===== src/rtl/i2c_cmd_master.sv =====
// Single-byte I2C master: one i2c_exec strobe becomes START, device address, register byte(s),
// data write or RESTART+read, then STOP and a one-cycle i2c_done pulse.
module i2c_cmd_master #(
  parameter int unsigned CLK_FREQ   = 50_000_000,
  parameter int unsigned I2C_FREQ   = 400_000,
  parameter logic [6:0]  SLAVE_ADDR = 7'h3C,
  parameter bit          BIT_CTRL   = 1'b0
) (
  input  logic        clk,
  input  logic        rst,
  input  logic        i2c_exec,
  input  logic        i2c_rh_wl,
  input  logic [15:0] i2c_addr,
  input  logic [7:0]  i2c_data_w,
  output logic [7:0]  i2c_data_r,
  output logic        i2c_done,
  output logic        i2c_ack,
  output logic        busy,
  output logic        scl,
  output logic        sda_o,
  output logic        sda_oe,
  input  logic        sda_i
);

  localparam int unsigned QDIV = CLK_FREQ / (I2C_FREQ * 4);
  localparam int unsigned CntW = (QDIV > 1) ? $clog2(QDIV) : 1;
  localparam logic [CntW-1:0] CntMax = CntW'(QDIV - 1);

  typedef enum logic [3:0] {
    StIdle, StStart, StDevW, StAddrH, StAddrL, StWrData,
    StRestart, StDevR, StRdData, StStop, StDone
  } state_e;

  state_e          st_q, st_d;
  logic [1:0]      q_q, q_d;
  logic [3:0]      bit_q, bit_d;
  logic [CntW-1:0] cnt_q, cnt_d;
  logic            rw_q, rw_d;
  logic [15:0]     addr_q, addr_d;
  logic [7:0]      wdata_q, wdata_d;
  logic            ack_q, ack_d;
  logic [7:0]      rd_sh_q, rd_sh_d;
  logic [7:0]      data_r_q, data_r_d;

  logic            tick;
  logic            tx_state;
  logic [7:0]      tx_byte;
  state_e          byte_next;

  assign tick = (cnt_q == CntMax);

  // Byte the master shifts out in the current state, and where the FSM goes after its ACK slot.
  always_comb begin
    tx_state  = 1'b1;
    tx_byte   = 8'hFF;
    byte_next = StStop;
    unique case (st_q)
      StDevW: begin
        tx_byte   = {SLAVE_ADDR, 1'b0};
        byte_next = BIT_CTRL ? StAddrH : StAddrL;
      end
      StAddrH: begin
        tx_byte   = addr_q[15:8];
        byte_next = StAddrL;
      end
      StAddrL: begin
        tx_byte   = addr_q[7:0];
        byte_next = rw_q ? StRestart : StWrData;
      end
      StWrData: begin
        tx_byte   = wdata_q;
        byte_next = StStop;
      end
      StDevR: begin
        tx_byte   = {SLAVE_ADDR, 1'b1};
        byte_next = StRdData;
      end
      default: tx_state = 1'b0;
    endcase
  end

  always_comb begin
    st_d     = st_q;
    q_d      = q_q;
    bit_d    = bit_q;
    cnt_d    = cnt_q;
    rw_d     = rw_q;
    addr_d   = addr_q;
    wdata_d  = wdata_q;
    ack_d    = ack_q;
    rd_sh_d  = rd_sh_q;
    data_r_d = data_r_q;
    if (st_q == StIdle) begin
      cnt_d = '0;
      if (i2c_exec) begin
        st_d    = StStart;
        q_d     = 2'd0;
        bit_d   = 4'd0;
        rw_d    = i2c_rh_wl;
        addr_d  = i2c_addr;
        wdata_d = i2c_data_w;
        ack_d   = 1'b0;
      end
    end else if (st_q == StDone) begin
      st_d  = StIdle;
      cnt_d = '0;
    end else begin
      cnt_d = tick ? '0 : cnt_q + 1'b1;
      if (tick) begin
        q_d = q_q + 2'd1;
        if (q_q == 2'd2 && bit_q == 4'd8 && tx_state) ack_d = ack_q | sda_i;
        if (q_q == 2'd2 && st_q == StRdData && bit_q < 4'd8) rd_sh_d = {rd_sh_q[6:0], sda_i};
        if (q_q == 2'd3) begin
          bit_d = bit_q + 4'd1;
          unique case (st_q)
            StStart: begin
              st_d  = StDevW;
              bit_d = 4'd0;
            end
            StRestart: begin
              st_d  = StDevR;
              bit_d = 4'd0;
            end
            StStop: begin
              st_d = StDone;
              if (rw_q) data_r_d = rd_sh_q;
            end
            default: begin
              if (bit_q == 4'd8) begin
                bit_d = 4'd0;
                st_d  = byte_next;
              end
            end
          endcase
        end
      end
    end
  end

  // Bus drive decoded from state and quarter; SDA is only ever pulled low or released.
  always_comb begin
    scl    = 1'b1;
    sda_oe = 1'b0;
    unique case (st_q)
      StStart: begin
        scl    = (q_q != 2'd3);
        sda_oe = (q_q >= 2'd2);
      end
      StRestart: begin
        scl    = (q_q == 2'd1) || (q_q == 2'd2);
        sda_oe = (q_q >= 2'd2);
      end
      StStop: begin
        scl    = (q_q != 2'd0);
        sda_oe = (q_q <= 2'd1);
      end
      StDevW, StAddrH, StAddrL, StWrData, StDevR, StRdData: begin
        scl    = (q_q == 2'd1) || (q_q == 2'd2);
        sda_oe = tx_state && (bit_q < 4'd8) && !tx_byte[3'd7 - bit_q[2:0]];
      end
      default: ;
    endcase
  end

  always_ff @(posedge clk or posedge rst) begin
    if (rst) begin
      st_q     <= StIdle;
      q_q      <= 2'd0;
      bit_q    <= 4'd0;
      cnt_q    <= '0;
      rw_q     <= 1'b0;
      addr_q   <= 16'h0000;
      wdata_q  <= 8'h00;
      ack_q    <= 1'b0;
      rd_sh_q  <= 8'h00;
      data_r_q <= 8'h00;
    end else begin
      st_q     <= st_d;
      q_q      <= q_d;
      bit_q    <= bit_d;
      cnt_q    <= cnt_d;
      rw_q     <= rw_d;
      addr_q   <= addr_d;
      wdata_q  <= wdata_d;
      ack_q    <= ack_d;
      rd_sh_q  <= rd_sh_d;
      data_r_q <= data_r_d;
    end
  end

  assign busy       = (st_q != StIdle);
  assign i2c_done   = (st_q == StDone);
  assign i2c_ack    = ack_q;
  assign i2c_data_r = data_r_q;
  assign sda_o      = 1'b0;

endmodule


===== config.mk =====
export PLATFORM = sky130hd
export DESIGN_NAME = i2c_cmd_master
export DESIGN_NICKNAME = d
export VERILOG_FILES = /design/src/rtl/i2c_cmd_master.sv
export SDC_FILE = /design/constraint.sdc
export NUM_CORES = 1
export LEC_CHECK = 0
export ABC_AREA = 1
export CORE_MARGIN = 1
export CORE_UTILIZATION = 55
export CTS_BUF_LIST = sky130_fd_sc_hd__clkbuf_4 sky130_fd_sc_hd__clkbuf_8
export CTS_CLUSTER_SIZE = 8
export DETAILED_ROUTE_END_ITERATION = 12
export GPL_ROUTABILITY_DRIVEN = 0
export PLACE_DENSITY = 0.8
export SLEW_MARGIN = 5
export SYNTH_ARGS = -nofsm -noshare
export SYNTH_HDL_FRONTEND = slang
export SYNTH_SLANG_ARGS = --single-unit
export TNS_END_PERCENT = 100

===== constraint.sdc =====
create_clock -name clk -period 2.3 [get_ports clk]
set_input_delay 0.46 -clock clk [delete_from_list [all_inputs] [get_ports clk]]
set_output_delay 0.46 -clock clk [all_outputs]
set_load 0.1 [all_outputs]

==> results by group, run 1 <==
Status
  – Status: finished with violations
  – Violated checks: setup timing

STA
  – Hold WS: 469 ps
  – Fmax: 417 MHz
  – Hold Violations, Final: 0
  – Slew Limit Fails: 0
  – Post-route minimum period: 2400 ps
  – Setup-failing EPs final: 2
  – Clk_skew: 4.93 ps
  – RSZ-0062 raised after global routing: yes
  – Final setup margin: -98.8 ps
  – Period utilisation layout: 104%

Route
  – Wirelength per Cell: 13.2 um
  – Vias: 2648
  – DRC errors left: 0
  – Vias per cell: 5.19
  – TritonRoute pass-1 iters: 4
  – Drt initial violations: 262
  – Detailed Route WL: 6760 um
  – Antenna Violating Nets Remaining: 0

Layout
  – Ratio of cells with drive above 1 in the final layout: 21.6%
  – Layout net count: 471
  – Multi-input gate area: 1430 sq um
  – # fillers: 370
  – Antenna Diode Count: 0
  – Sequential Area: 1430 sq um
  – Layout Area Growth over Synthesis: 30.7%

Setup path
  – Startpoint Class: flop
  – WP data arrival: 1940 ps
  – R2R cell count: 6
  – Max FO, Critical Path: 11
  – Kind of critical path: flop to output pin
  – Critical Path End Type: output pin
  – Data required, critical path: 1840 ps

Yosys
  – Mapped Area: 3010 sq um
  – Post-synthesis net count: 413
  – Area share of and/or/nand/nor cells after synthesis: 33.4%
  – Post-Synthesis Cells: 377
  – Post-Synth Adder-Cell Area: 2.91%
  – Synth cell types: 32
  – Synthesis Warnings: 0
  – Register area share after synthesis: 47.3%
  – Largest family of logic cells by synthesized area: simple AND/OR/NAND/NOR gates
  – Post-Synth XOR/XNOR Area: 1.16%
  – Main synth FF type: dfrtp_1
  – Mapped Avg Cell Area: 7.99 sq um
  – Post-synth EDFFs: 0
  – Fraction of registers with async set/reset: 100%
  – Mux contribution to synthesized area: 0.374%
  – Synth Area in Compound Gates: 7.81%
  – FF+latch count, synth: 57

Global route
  – Vias in the first global route: 2524
  – Pin count of the biggest net entering global routing: 58
  – Total track usage: 25.3%
  – First-pass GRT wire length: 11600 um
  – Initial antenna violation count: 0
  – Remaining global-route overflow: 0

Floorplan
  – Die Wd: 76.0 um
  – Die area: 5780 sq um
  – Chip height: 76.0 um
  – IO Count: 43
  – FP Rows: 26
  – Starting Density: 57.9%
  – Core area: 5200 sq um

Clocking
  – H-tree Lvls: 3
  – CTS tree: done
  – Clk sinks: 57
  – Clock Pin Slew Worst Setup and Hold Paths: 60 ps
  – Clk Latency, worst-skew pair: 330 ps
  – Clock Path Buffers: 2
  – TritonCTS buffer count: 9
  – # hold bufs at CTS: 0
  – CTS Root Cell: clkbuf_8

Placement
  – DP HPWL: 4400 um
  – Place WS: 68.1 ps
  – PortBufs: 41

Job
  – Max Cap Violations: 0

Power
  – Pleak: 1.94 nW
  – Peak supply drop: 0.884 mV
  – PD cells: 1350 nW/um^2

Worst hold path
  – Hold Path Stages: 2
  – Hold Crit Class: flop to flop
==> area by class of cell <==
cell class	instances	area share, %
Inverter	35	3.34
Timing Repair Buffer	58	15.3
Tap cell	70	2.22
Clock inverter	4	2.51
Clock buffer	12	4.04
Multi-Input combinational cell	274	36.3
Sequential cell	57	36.4
==> path summary, 6_finish.rpt <==
| kind | startpoint | to | slack, ps |
|---|---|---|---|
| worst max-delay path | st_q[2] | sda_oe | -100 |
| worst min register to register | addr_q[13] | addr_q[13] | 470 |
| min in group asynchronous | rst | rd_sh_q[2] | 490 |
| worst max register to register | cnt_q[0] | i2c_data_r[7] | 380 |
| max in group asynchronous | rst | st_q[2] | 1540 |
| worst min-delay path | addr_q[13] | addr_q[13] | 470 |
==> power breakdown <==
group	total, mW	internal (mW)	switching, mW
Combinational	2.52	0.941	1.58
Sequential	1.60	1.32	0.285
Clock	1.19	0.793	0.401
Total	5.32	3.05	2.27
==> sequential cells by signal, summed over array words and instances (netlist names) <==
signal      cells
wdata_q         8
rw_q            1
i2c_data_r      8
rd_sh_q         8
cnt_q           5
st_q            4
q_q             2
addr_q         16
bit_q           4
i2c_ack         1
==> logic make-up (layout without fill, tap and decap cells) <==
logic type               after synthesis  count (layout)
multiplexers                           1               1
XOR/XNOR                               4               4
flip-flops                            57              57
buffers and inverters                 47             109
AO/OA/AOI/OAI                         41              41
adder cells (fa/ha/maj)                7               7
AND/OR/NAND/NOR                      219             220
other                                  1               1
==> metrics by stage <==
step | cells | instance area (sq um) | util, % | power [mW] | setup TNS, ps
floorplan | 377 | 3020 | - | 3.18 | 0
global placement | 480 | 3500 | 67.3 | 3.73 | 0
detailed placement | 480 | 3500 | 67.3 | 3.80 | 0
CTS | 502 | 3860 | 74.1 | 5.16 | -92.1
global route | 510 | 3940 | 75.6 | 5.65 | -334
finish | 510 | 3940 | 75.6 | 5.32 | -140
==> cells in the final DEF (no fill, tap or decap), types with 2 or more instances in the layout <==
| cell | n |
|---|---|
| a21oi_1 | 2 |
| a21oi_2 | 4 |
| buf_12 | 7 |
| buf_4 | 21 |
| buf_6 | 2 |
| bufinv_16 | 3 |
| clkbuf_8 | 11 |
| clkdlybuf4s50_1 | 28 |
| dfrtp_1 | 53 |
| dfrtp_2 | 4 |
| ha_1 | 7 |
| inv_1 | 25 |
| inv_2 | 10 |
| nand2_1 | 133 |
| nand2_2 | 7 |
| nand2_4 | 2 |
| nand3_1 | 28 |
| nand3_2 | 4 |
| nand4_1 | 5 |
| nand4_2 | 2 |
| nor2_1 | 25 |
| nor2_2 | 4 |
| nor2_4 | 7 |
| o21ai_0 | 14 |
| o21ai_1 | 17 |
| xor2_1 | 3 |
==> cell usage after synthesis (2+ instances only) <==
cell / number / area (sq um)
a21oi_2: 3 / 26.3
inv_1: 26 / 97.6
o21ai_1: 16 / 80.1
dfrtp_1: 57 / 1430
nand2_4: 2 / 22.5
xor2_1: 3 / 26.3
a21oi_1: 3 / 15.0
inv_2: 9 / 33.8
nor2_4: 6 / 67.6
nand2_2: 5 / 31.3
nand3_1: 31 / 155
buf_4: 6 / 45.0
nor2_2: 3 / 18.8
ha_1: 7 / 87.6
nand4_2: 2 / 25.0
nand2_1: 135 / 507
o21ai_0: 16 / 80.1
clkbuf_1: 4 / 15.0
nand4_1: 5 / 31.3
nor2_1: 26 / 97.6
==> metal layers <==
metal,track usage (%),up-vias,share of wire [%]
li1,-,1307,-
met1,33.7,1229,44
met2,40.8,95,48
met3,4.31,17,5.1
met4,11.7,0,2.3
met5,0,-,0
==> what timing repair did <==
action,4_1_cts,5_1_grt
setup buffers,6,7
cloned,0,1
resized for setup,8,7
setup endpoints to repair,2,2
pin swaps,3,5
==> critical path, stage by stage, from the launching register on <==
cell and delay (ps):
dfrtp_2 440, inv_2 80, nor2_4 170, buf_12 150, nand3_1 70, nand2_1 60, nor2_1 50, nor2_1 90
nand2_1 50, nand2_1 60, nand2_1 60, nand3_2 90, nand2_2 60, buf_12 160
No activity file was read; power rests on OpenSTA's default activity.
==> run 2, diff against run 1 <==
--- a/config.mk
+++ b/config.mk
@@ -11,8 +11,10 @@
 export CTS_BUF_LIST = sky130_fd_sc_hd__clkbuf_4 sky130_fd_sc_hd__clkbuf_8
 export CTS_CLUSTER_SIZE = 8
 export DETAILED_ROUTE_END_ITERATION = 12
+export DONT_BUFFER_PORTS = 1
 export GPL_ROUTABILITY_DRIVEN = 0
-export PLACE_DENSITY = 0.8
+export MAX_ROUTING_LAYER = met4
+export PLACE_DENSITY = 0.7
 export SLEW_MARGIN = 5
 export SYNTH_ARGS = -nofsm -noshare
 export SYNTH_HDL_FRONTEND = slang
==> run 2 against run 1 <==
  * The flow still finishes with violations (setup timing)
  * First-iteration DRC count decreased by 54%
  * Non-clock buffer count decreased by 27
  * Cell count decreased by 5.5%
  * Setup slack improved by 65 ps
  * Sequential cell count unchanged
  * Sequential power about the same
  * Clock skew increased by 1.9 ps
  * Worst hold slack got worse by 410 ps
  * Clock power decreased by 30%
  * Fmax increased by 2.8%
  * Critical path type unchanged
  * Largest power group unchanged
==> results by group, run 2 (synthesis results as in run 1) <==
STA
  – Post-Route Setup TNS: -34.3 ps
  – Period utilisation layout: 101%
  – Worst-margin pin slew: 889 ps
  – Post-route minimum period: 2330 ps
  – Slew Limit Fails: 0
  – Fmax: 428 MHz
  – Clk_skew: 6.82 ps
  – RSZ-0062 raised after global routing: yes
  – Relative max-transition margin: 40.7%
  – Hold Violations, Final: 0
  – Setup-failing EPs final: 1
  – Final setup margin: -34.3 ps

Floorplan
  – IO Count: 43
  – Die Wd: 76.0 um
  – Core area: 5200 sq um
  – Die area: 5780 sq um
  – Starting Density: 57.9%
  – Chip height: 76.0 um
  – FP Rows: 26

Global route
  – Vias in the first global route: 2322
  – First-pass GRT wire length: 10700 um
  – Pin count of the biggest net entering global routing: 32
  – Remaining global-route overflow: 0
  – Initial antenna violation count: 0
  – Total track usage: 24.4%

Power
  – Pleak: 1.80 nW
  – Peak supply drop: 1.30 mV
  – PD cells: 1370 nW/um^2
  – Power Total: 4.88 mW

Route
  – Detailed Route WL: 6290 um
  – Wirelength per Cell: 13.0 um
  – Drt initial violations: 121
  – Vias per cell: 5.14
  – TritonRoute pass-1 iters: 4
  – Antenna Violating Nets Remaining: 0
  – Vias: 2478
  – DRC errors left: 0

Setup path
  – WP data arrival: 1870 ps
  – Data required, critical path: 1840 ps
  – Max FO, Critical Path: 5
  – Startpoint Class: flop
  – Most frequent CP cell: nand2_1
  – Kind of critical path: flop to output pin
  – CP Depth: 13
  – Critical Path End Type: output pin
  – CP top delay family: simple AND/OR/NAND/NOR gates
  – R2R cell count: 7
  – Crit-path slowest cell: dfrtp_2
  – WP buf/inv: 2
  – CP Cell Sequence: buf_4, nand2_4, nor2_4, nand2_1, nand2_1, nor2_1, nand2_1, nand2_1, nand2_1, nand2_1, nand3_2, nand2_2, buf_12
  – CP max stage delay: 420 ps

Clocking
  – Clk Latency, worst-skew pair: 330 ps
  – Clk sinks: 57
  – TritonCTS buffer count: 9
  – Clock Pin Slew Worst Setup and Hold Paths: 60 ps
  – CTS tree: done
  – Clock Path Buffers: 2
  – H-tree Lvls: 3
  – CTS Root Cell: clkbuf_8

Layout
  – Layout net count: 443
  – Max FFs per register: 16
  – Antenna Diode Count: 0
  – Commonest non-fill, non-tap cell in the layout: nand2_1
  – Fin util: 68.6%
  – Layout Area Growth over Synthesis: 18.4%
  – Ratio of cells with drive above 1 in the final layout: 24.3%
  – Commonest cells after routing, fill and taps aside: nand2_1 (131), dfrtp_1 (53), nand3_1 (28)
  – Post-route cell area: 3570 sq um
  – Register with the most flip-flops: addr_q

Status
  – Status: finished with violations
  – Violated checks: setup timing

Placement
  – Placed cell areas: 3180 sq um
  – PortBufs: 0
  – DP HPWL: 4260 um

Worst hold path
  – Hold Crit Class: primary input to asynchronous set/reset pin

Job
  – Max Cap Violations: 0
-- run 2: worst register-to-register path, cell delays in order (launching register included) --
cell,delay (ps)
dfrtp_2,460
buf_4,160
nor4_4,290
buf_4,150
buf_4,90
nand4_2,320
nor2_1,280
a21oi_2,40
-- run 2: area by class of cell --
class	count	area (sq um)
clock inverter	4	28.8
tap	70	87.6
clock buffer	12	153
fill	448	1640
timing repair buffer	31	287
sequential	57	1430
inverter	35	134
multi-input combinational	273	1450
-- run 2: final timing paths --
path	startpoint	end	slack (ps)
worst min-delay path	rst	addr_q[12]	60
min in group clk	i2c_addr[11]	addr_q[11]	240
max in group asynchronous	rst	st_q[1]	1660
worst max register to register	st_q[0]	rd_sh_q[0]	380
worst max-delay path	st_q[2]	sda_oe	-30
worst min register to register	addr_q[13]	addr_q[13]	470
-- run 2: routing by layer --
metal | track usage (%) | wire length [um] | up-vias
li1 | - | - | 1256
met1 | 31.9 | 2950 | 1131
met2 | 35.5 | 2860 | 79
met3 | 8.02 | 365 | 12
met4 | 8.85 | 108 | 0
met5 | - | 0 | -
-- run 2: repair_timing --
item	4_1_cts	5_1_grt
setup buffers	12	4
hold buffers	0	0
hold endpoints to repair	0	0
setup endpoints to repair	2	2
pin swaps	5	7
resized for setup	15	11
-- run 2: through the flow --
step	hold WS (ps)	std cells	setup slack [ps]
finish	63.4	482	-34.3
global route	85.1	482	-159
CTS	68.6	479	-56.6
detailed placement	434	451	113
global placement	442	451	189
floorplan	437	377	206
-- run 2: report_power, final --
part | total [mW] | leakage (nW) | internal (mW) | switching [mW]
registers | 1.59 | 0.737 | 1.32 | 0.278
logic | 2.46 | 0.975 | 0.892 | 1.56
clock network | 0.834 | 0.0894 | 0.444 | 0.391
total | 4.88 | 1.80 | 2.65 | 2.23
==> run 3, diff against run 2 <==
--- a/config.mk
+++ b/config.mk
@@ -5,7 +5,6 @@
 export SDC_FILE = /design/constraint.sdc
 export NUM_CORES = 1
 export LEC_CHECK = 0
-export ABC_AREA = 1
 export CORE_MARGIN = 1
 export CORE_UTILIZATION = 55
 export CTS_BUF_LIST = sky130_fd_sc_hd__clkbuf_4 sky130_fd_sc_hd__clkbuf_8
==> run 3 against run 2 <==
  * Design area up 0.49%
  * Register-to-register slack got worse by 200 ps
  * Clock-buffer cell count unchanged
  * First-iteration DRC count shrank 18%
  * Sequential power decreased by 37%
  * Total power fell by 59%
  * Core utilization increased by 0.77 points
  * The flow still finishes with violations (setup timing)
  * Die area shrank 0.53%
==> results by group, run 3 <==
Power
  – Sw Pwr: 0.434 mW
  – Internal: 1.59 mW
  – Peak supply drop: 0.474 mV
  – Comb pwr share: 1.4%
  – PD cells: 565 nW/um^2
  – Pleak: 1.69 nW
  – Sequential Power Share: 49.6%
  – Sw Share: 21.4%
  – Power Total: 2.03 mW
  – Clk pwr share: 49.1%

Layout
  – Commonest cells after routing, fill and taps aside: dfrtp_1 (56), mux2_2 (31), buf_4 (30)
  – Commonest non-fill, non-tap cell in the layout: dfrtp_1
  – Antenna Diode Count: 0
  – Post-route cell area: 3590 sq um
  – Multi-input gate area: 1530 sq um
  – Sequential Area: 1430 sq um
  – Layout Area Growth over Synthesis: 19.7%
  – Max FFs per register: 16
  – Ratio of cells with drive above 1 in the final layout: 33.6%
  – Register with the most flip-flops: addr_q
  – # fillers: 382
  – Layout net count: 335

Yosys
  – Dominant cells by area after synthesis: dfrtp_1 (48%), mux2_2 (12%), mux2_1 (5.3%), ha_1 (2.9%), buf_2 (2.2%)
  – Post-synth EDFFs: 0
  – Synthesis Warnings: 0
  – FF+latch count, synth: 57
  – Post-synthesis net count: 308
  – Post-Synthesis Cells: 272
  – Top cell type's share of synthesized area: 47.6%
  – Yosys top cell by area: dfrtp_1
  – Main synth FF type: dfrtp_1
  – Top cells by count, synth: dfrtp_1 (57), mux2_2 (32), nand2_1 (15), mux2_1 (14), nor2_1 (14)
  – Mapped Area: 3000 sq um
  – Register area share after synthesis: 47.6%
  – Fraction of registers with async set/reset: 100%
  – Synth cell types: 53
  – Mapped Avg Cell Area: 11.0 sq um
  – Most frequent cell after synthesis: dfrtp_1

STA
  – Relative max-transition margin: 40.0%
  – Fmax: 354 MHz
  – Post-Route Setup TNS: -527 ps
  – Post-route minimum period: 2830 ps
  – Period utilisation layout: 123%
  – Worst-margin pin slew: 900 ps
  – Hold Violations, Final: 0
  – Clk_skew: 6.09 ps
  – RSZ-0062 raised after global routing: yes
  – Final setup margin: -527 ps
  – Setup-failing EPs final: 1
  – Slew Limit Fails: 0

Route
  – Wirelength per Cell: 16.1 um
  – Antenna Violating Nets Remaining: 0
  – TritonRoute pass-1 iters: 4
  – Drt initial violations: 99
  – Vias: 2180
  – Vias per cell: 5.83
  – Detailed Route WL: 6040 um
  – DRC errors left: 0

Clocking
  – Clock Pin Slew Worst Setup and Hold Paths: 70 ps
  – Clk Latency, worst-skew pair: 340 ps
  – Clock Path Buffers: 2
  – Clk sinks: 57
  – TritonCTS buffer count: 9
  – CTS Root Cell: clkbuf_8
  – H-tree Lvls: 3
  – # hold bufs at CTS: 0
  – CTS tree: done

Setup path
  – Max FO, Critical Path: 4
  – Data required, critical path: 1840 ps
  – Kind of critical path: flop to output pin
  – WP data arrival: 2370 ps
  – Critical Path End Type: output pin
  – Startpoint Class: flop

Job
  – Max Cap Violations: 0

Placement
  – DP HPWL: 4170 um
  – Placed cell areas: 3270 sq um
  – PortBufs: 0

Worst hold path
  – Hold Crit Class: primary input to asynchronous set/reset pin

Floorplan
  – Starting Density: 57.9%
  – IO Count: 43
  – Core area: 5170 sq um
  – Die area: 5750 sq um
  – FP Rows: 26
  – Chip height: 75.8 um
  – Die Wd: 75.8 um

Global route
  – Total track usage: 25.1%
  – Remaining global-route overflow: 0
  – Pin count of the biggest net entering global routing: 58
  – Initial antenna violation count: 0
  – Vias in the first global route: 2091
  – First-pass GRT wire length: 10100 um

Status
  – Status: finished with violations
  – Violated checks: setup timing
run 3: changes by cell type in the layout (fill, tap and decap cells not counted), sizes merged, moves of 6 or more:
cell	delta
nand2b	+10
nand2	-127
nor2	-22
inv	-29
a21oi	+6
nand3	-24
mux2	+45
o21ai	-19
nor2b	+7
run 3: layout make-up:
cell class / instances / area share, %
inverters: 6 / 0.628
clock buffers: 12 / 4.61
multi-input cells: 190 / 42.5
flip-flops and latches: 57 / 39.8
well taps: 70 / 2.44
repair buffers: 35 / 8.58
clock inverters: 4 / 1.40
run 3: kinds of logic (layout without fill, tap and decap cells):
| family | after synthesis | count (layout) | share of synthesized area, % |
|---|---|---|---|
| mux | 49 | 49 | 18.7 |
| fa+ha+maj | 7 | 7 | 2.92 |
| other cells | 1 | 1 | 0.125 |
| buf+inv | 25 | 57 | 3.80 |
| simple gates | 78 | 78 | 14.3 |
| xor+xnor | 4 | 4 | 1.17 |
| flops | 57 | 57 | 47.6 |
| compound gates | 51 | 51 | 11.4 |
run 3: final timing paths:
kind	to	startpoint	depth (start not counted)	slack, ps
max in group asynchronous	q_q[1]	rst	2	1620
hold / removal	cnt_q[4]	rst	2	190
setup / recovery	sda_oe	st_q[2]	6	-530
hold reg to reg	cnt_q[0]	cnt_q[0]	1	480
min in group clk	rd_sh_q[0]	sda_i	1	250
setup reg to reg	bit_q[0]	st_q[1]	7	180
run 3: stage by stage:
| stage | instances | setup slack, ps | hold WS (ps) | utilization (%) |
|---|---|---|---|---|
| global route | 374 | -603 | 232 | 69.3 |
| global placement | 353 | -134 | 470 | 63.2 |
| floorplan | 272 | -211 | 455 | - |
| finish | 374 | -527 | 194 | 69.3 |
| detailed placement | 353 | -164 | 481 | 63.2 |
| CTS | 369 | -539 | 219 | 67.4 |
run 3: power by group through the flow:
stage	Sequential (mW)	Clock, mW	Combinational (mW)
5_1_grt	1.00	1.06	0.0331
4_1_cts	1.00	1.01	0.0294
3_3_place_gp	1.02	0	0.0294
6_report	1.00	0.994	0.0275
3_5_place_dp	1.02	0	0.0294
2_1_floorplan	1.02	0	0.0240
run 3: worst max-delay path: stages, from the launching register on:
cell      delay [ps]
dfrtp_1          400
and3b_1          200
or3_4            340
or4_4            520
a311oi_2         200
a311o_2          180
buf_12           170
run 3: what timing repair did:
action                                  CTS  global route
pin swaps                                 1             4
gates resized for setup                   1            16
endpoints found under the setup margin    2             7
setup buffers                             0             5
run 3: routing by layer:
metal,global-route usage (%),vias up,share of wire (%)
met5,-,-,0
met4,7.20,0,1.4
met3,9.52,11,4.8
met2,36.8,53,48
met1,32.4,1078,45
li1,-,1038,-
